File: config.mk
export PLATFORM = sky130hd
export DESIGN_NAME = plru_replacement_engine
export DESIGN_NICKNAME = d
export VERILOG_FILES = /design/src/rtl/plru_replacement_engine.sv
export SDC_FILE = /design/constraint.sdc
export NUM_CORES = 2
export LEC_CHECK = 0
export CAP_MARGIN = 20
export CORE_UTILIZATION = 40
export DETAILED_ROUTE_END_ITERATION = 8
export PLACE_DENSITY = 0.59
export SYNTH_ARGS = -nofsm -noshare
export SYNTH_HDL_FRONTEND = slang
export SYNTH_SLANG_ARGS = --single-unit
export TNS_END_PERCENT = 10
File: constraint.sdc
create_clock -name clk -period 13.6 [get_ports clk]
set_clock_uncertainty 0.2 [all_clocks]
set_input_delay 2.04 -clock clk [delete_from_list [all_inputs] [get_ports clk]]
set_output_delay 2.04 -clock clk [all_outputs]
set_load 0.02 [all_outputs]
File: src/rtl/plru_replacement_engine.sv
// Tree-PLRU replacement engine: per-set PLRU bits, one request at a time over valid/ready.
// Optional way-lock mode is enabled by defining PLRU_LOCK_EN, which adds the lock_mask input.
module plru_replacement_engine #(
    parameter int N_WAY  = 16,
    parameter int N_SETS = 64,
    localparam int WAY_W = $clog2(N_WAY),
    localparam int SET_W = $clog2(N_SETS)
) (
    input  logic             clk,
    input  logic             rst,
    input  logic             req_valid,
    output logic             req_ready,
    input  logic [1:0]       req_op,
    input  logic [SET_W-1:0] req_set,
    input  logic [WAY_W-1:0] req_way,
    input  logic [N_WAY-1:0] req_valid_mask,
`ifdef PLRU_LOCK_EN
    input  logic [N_WAY-1:0] lock_mask,
`endif
    output logic             resp_valid,
    input  logic             resp_ready,
    output logic [WAY_W-1:0] resp_way,
    output logic             resp_inv,
    output logic             resp_err
);
    typedef enum logic [1:0] {OP_TOUCH, OP_VICTIM, OP_FILL, OP_CLEAR} op_e;
    typedef enum logic [1:0] {S_INIT, S_IDLE, S_LOOKUP, S_RESP} state_e;

    state_e                       state, state_nx;
    logic [N_SETS-1:0][N_WAY-2:0] plru_mem;
    logic [SET_W-1:0]             init_cnt, set_q;
    op_e                          op_q;
    logic [WAY_W-1:0]             way_q;
    logic [N_WAY-1:0]             vmask_q, avail_q;

    logic [N_WAY-2:0] cur_bits, new_bits;
    logic [N_WAY-1:0] cand;
    logic [WAY_W-1:0] res_way;
    logic             res_inv, res_err, do_wr;

    // Node for level l on way w's path is (2^l - 1) + (top l bits of w).
    function automatic logic [N_WAY-2:0] mark_mru(logic [N_WAY-2:0] b, logic [WAY_W-1:0] w);
        logic [N_WAY-2:0] r;
        r = b;
        for (int l = 0; l < WAY_W; l++)
            r[(1 << l) - 1 + (int'(w) >> (WAY_W - l))] = w[WAY_W-1-l];
        return r;
    endfunction

    // Walk toward the colder side; if that subtree has no available way, take the sibling.
    function automatic logic [WAY_W-1:0] tree_victim(logic [N_WAY-2:0] b, logic [N_WAY-1:0] a);
        int   pfx;
        logic dir, any;
        pfx = 0;
        for (int l = 0; l < WAY_W; l++) begin
            dir = ~b[(1 << l) - 1 + pfx];
            any = 1'b0;
            for (int i = 0; i < N_WAY; i++)
                if ((i >> (WAY_W - 1 - l)) == 2 * pfx + int'(dir)) any = any | a[i];
            if (!any) dir = ~dir;
            pfx = 2 * pfx + int'(dir);
        end
        return WAY_W'(pfx);
    endfunction

    function automatic logic [WAY_W-1:0] lowest(logic [N_WAY-1:0] c);
        logic [WAY_W-1:0] r;
        r = '0;
        for (int i = N_WAY - 1; i >= 0; i--)
            if (c[i]) r = WAY_W'(i);
        return r;
    endfunction

    always_comb begin
        cur_bits = plru_mem[set_q];
        cand     = ~vmask_q & avail_q;
        new_bits = cur_bits;
        res_way  = '0;
        res_inv  = 1'b0;
        res_err  = 1'b0;
        do_wr    = 1'b0;
        case (op_q)
            OP_TOUCH: begin
                res_way = way_q;
                if (int'(way_q) >= N_WAY) begin
                    res_err = 1'b1;
                end else begin
                    do_wr    = 1'b1;
                    new_bits = mark_mru(cur_bits, way_q);
                end
            end
            OP_VICTIM, OP_FILL: begin
                if (avail_q == '0) begin
                    res_err = 1'b1;
                end else begin
                    if (cand != '0) begin
                        res_way = lowest(cand);
                        res_inv = 1'b1;
                    end else begin
                        res_way = tree_victim(cur_bits, avail_q);
                    end
                    if (op_q == OP_FILL) begin
                        do_wr    = 1'b1;
                        new_bits = mark_mru(cur_bits, res_way);
                    end
                end
            end
            default: begin
                do_wr    = 1'b1;
                new_bits = '0;
            end
        endcase
    end

    always_comb begin
        state_nx  = state;
        req_ready = 1'b0;
        case (state)
            S_INIT:   if (init_cnt == SET_W'(N_SETS - 1)) state_nx = S_IDLE;
            S_IDLE: begin
                req_ready = 1'b1;
                if (req_valid) state_nx = S_LOOKUP;
            end
            S_LOOKUP: state_nx = S_RESP;
            default:  if (resp_ready) state_nx = S_IDLE;
        endcase
    end

    assign resp_valid = (state == S_RESP);

    always_ff @(posedge clk or posedge rst) begin
        if (rst) state <= S_INIT;
        else     state <= state_nx;
    end

    always_ff @(posedge clk or posedge rst) begin
        if (rst)                  init_cnt <= '0;
        else if (state == S_INIT) init_cnt <= init_cnt + 1'b1;
    end

`ifndef PLRU_LOCK_EN
    assign avail_q = '1;
`endif

    always_ff @(posedge clk or posedge rst) begin
        if (rst) begin
            op_q    <= OP_TOUCH;
            set_q   <= '0;
            way_q   <= '0;
            vmask_q <= '1;
`ifdef PLRU_LOCK_EN
            avail_q <= '1;
`endif
        end else if (state == S_IDLE && req_valid) begin
            op_q    <= op_e'(req_op);
            set_q   <= req_set;
            way_q   <= req_way;
            vmask_q <= req_valid_mask;
`ifdef PLRU_LOCK_EN
            avail_q <= ~lock_mask;
`endif
        end
    end

    always_ff @(posedge clk or posedge rst) begin
        if (rst) begin
            resp_way <= '0;
            resp_inv <= 1'b0;
            resp_err <= 1'b0;
        end else if (state == S_LOOKUP) begin
            resp_way <= res_way;
            resp_inv <= res_inv;
            resp_err <= res_err;
        end
    end

    // PLRU storage is cleared by the INIT sweep rather than by reset.
    always_ff @(posedge clk) begin
        if (state == S_INIT)
            plru_mem[init_cnt] <= '0;
        else if (state == S_LOOKUP && do_wr)
            plru_mem[set_q] <= new_bits;
    end
endmodule
==> flow_metrics.env <==
export IMPL_synth_area_um2=53300
export IMPL_max_cap_viol_count=0
export IMPL_grt_util_met3_pct=14.4
export IMPL_worst_pin_slew_ps=1330
export IMPL_ys_ff_latch=1001
export IMPL_synth_edf_count=960
export IMPL_synthArstFlopShare_pct=4.10
export IMPL_grt_busiest_layer="met2"
export IMPL_worstPathRequired_ps=14030
export IMPL_hold_viol=0
export IMPL_end_kind="register"
export IMPL_path_clk_slew_ps=60
export IMPL_via_per_inst=7.47
export IMPL_clockBufferDepth=3
export IMPL_setup_tns_ps=0
export IMPL_critPathMaxFanout=107
export IMPL_grt_pass1_vias=41832
export IMPL_rsz0062_at_grt="false"
export IMPL_status="finished, final reports clean"
export IMPL_htree_levels=3
export IMPL_core_um2=132000
export IMPL_syn_inst=4330
export IMPL_ioPinCount=40
export IMPL_start_util_pct=40.5
export IMPL_finalCritPeriodShare_pct=70.9
export IMPL_die_area_um2=135000
export IMPL_cts_hold_buf=0
export IMPL_antenna_found_initial=14
export IMPL_fmax_mhz=104
export IMPL_ys_dominant_reg_cell="edfxtp_1"
export IMPL_yosysTopAreaCell="edfxtp_1"
export IMPL_start_kind="register"
export IMPL_fin_nets=4266
export IMPL_grtUsageTotal_pct=35.4
export IMPL_yosysWarnings=0
export IMPL_postCtsSetupBuffers=0
export IMPL_die_x_um=367
export IMPL_drt_first_iter_violations=8283
export IMPL_final_instance_count_excl_fill=6072
export IMPL_worstPathArrival_ps=10080
export IMPL_cts_root_buf="clkbuf_16"
export IMPL_rows=133
export IMPL_globalplace_congestion=1.03
export IMPL_relSlewSlack_pct=11.0
export IMPL_firstDrtPassIters=9
export IMPL_area_growth_pct=11.1
export IMPL_crit_type="register to register"
export IMPL_grt_pass1_wl_um=339000
export IMPL_dp_hpwl_um=158000
export IMPL_setup_viol=0
export IMPL_period_minus_slack_ps=9650
export IMPL_vias=45388
export IMPL_post_drt_wl_per_cell_um=40.6
export IMPL_final_cell_mix="edfxtp_1, nand2_1, a32o_1, o21ai_0, a22o_1"
export IMPL_final_common_cell="edfxtp_1"
export IMPL_drc_errors=0
export IMPL_synth_cell_types=97
export IMPL_use_met1_pct=45.7
export IMPL_final_area_um2=59300
export IMPL_nFillCells=12206
export IMPL_grt_util_met2_pct=49.4
export IMPL_overflow=0
export IMPL_die_h_um=367
export IMPL_drive_gt1_share_pct=15.0
export IMPL_hold_class="register to register"
export IMPL_cts_made_buffers=110
export IMPL_synth_area_per_cell_um2=12.3
export IMPL_cts_sinks=1001
export IMPL_clk_latency_ps=820
export IMPL_synth_top_area_share_pct=54.1
export IMPL_place_inst=5848
export IMPL_antenna_left=0
export IMPL_grt_max_degree=108
export IMPL_ys_seq_area_share_pct=56.0
export IMPL_portBuffers=38
export IMPL_slew_violations=0
export IMPL_cts_tree="yes"
export IMPL_synth_nets=4385
export IMPL_cts_resized=0
export IMPL_synth_area_leaders="edfxtp_1, a32o_1, a22o_1"
export IMPL_drt_wl_total_um=247000
export IMPL_placed_cell_area_um2=55700
==> worst max-delay path: stages (launching register included) <==
cell and delay (ps):
dfrtp_4 950, buf_4 430, buf_12 570, mux4_2 590, mux2i_1 240, o22a_1 360
nand3_1 130, nor2_2 320, inv_2 130, mux2i_2 390, ha_1 370, nor4_1 300
o21ai_0 120, nand3_1 260, nand2_1 100, ha_1 220, xnor2_1 440, mux2i_1 260
o32a_1 190, o211a_1 180, and3_4 510, a311o_2 940, buf_4 570, a32o_1 250
==> final timing paths <==
kind / from / slack, ps / depth (start not counted) / to
worst max-delay path: set_q[0]$_DFFE_PP0P_ / 3950 / 23 / plru_mem[416]$_DFFE_PP_
worst min-delay path: set_q[3]$_DFFE_PP0P_ / 310 / 1 / set_q[3]$_DFFE_PP0P_
worst max register to register: set_q[0]$_DFFE_PP0P_ / 3950 / 23 / plru_mem[416]$_DFFE_PP_
worst min register to register: set_q[3]$_DFFE_PP0P_ / 310 / 1 / set_q[3]$_DFFE_PP0P_
max in group asynchronous: rst / 11050 / 3 / set_q[1]$_DFFE_PP0P_
min in group asynchronous: rst / 1570 / 3 / set_q[0]$_DFFE_PP0P_
==> cells by family after synthesis <==
group	count (synthesis)	synth area share (%)
muxes	275	6.60
and+or+nand+nor	885	7.29
DFF	1001	56.0
xor gates and xnor gates	6	0.0985
buffers and inverters	483	4.11
AOI/OAI and AO/OA	1656	25.4
adders and majority gates	23	0.540
other	1	0.00703
==> area by class of cell <==
cell class	instances	area [µm²]	area share, %
repair buffers	216	1800	3.03
clock inverters	52	510	0.861
multi-input cells	2846	21700	36.6
flip-flops and latches	1001	29900	50.4
well taps	1755	2200	3.70
clock buffers	146	2980	5.03
inverters	36	135	0.228
diodes	20	50.0	0.0844
==> synthesized netlist by cell type (60+ instances only) <==
cell type  instances
a22oi_1          216
a21boi_1          64
a21o_1            67
o21ai_0          269
a22o_1           228
nor2_1           131
buf_2             91
clkbuf_1         294
edfxtp_1         960
mux2i_1          162
nand2_1          509
nand3_1           71
o221ai_2          60
a32o_1           385
==> flip-flops by register name (all words and copies together), names as in the netlist <==
signal and count:
plru_mem 960, vmask_q 16, init_cnt 6, set_q 6, resp_way 4, way_q 4, op_q 2, state 2
resp_inv 1
==> through the flow <==
stage / util (%) / worst slack [ps] / hold WS, ps
global placement: 42.2 / 4330 / 290
global route: 44.9 / 3760 / 343
detailed placement: 42.2 / 4450 / 297
finish: 45.0 / 3950 / 308
CTS: 44.9 / 4400 / 310
floorplan: - / 7930 / 316
==> routing by layer <==
| metal | wire length [µm] | vias to the layer above | share of wire, % |
|---|---|---|---|
| met5 | 381 | - | 0.15 |
| met4 | 17000 | 22 | 6.9 |
| met3 | 37900 | 879 | 15 |
| met2 | 102000 | 4045 | 41 |
| met1 | 89500 | 22874 | 36 |
| li1 | - | 17568 | - |
Power is not shown: default switching activity piles up to over one toggle a cycle in this logic, so the estimate is an artifact.
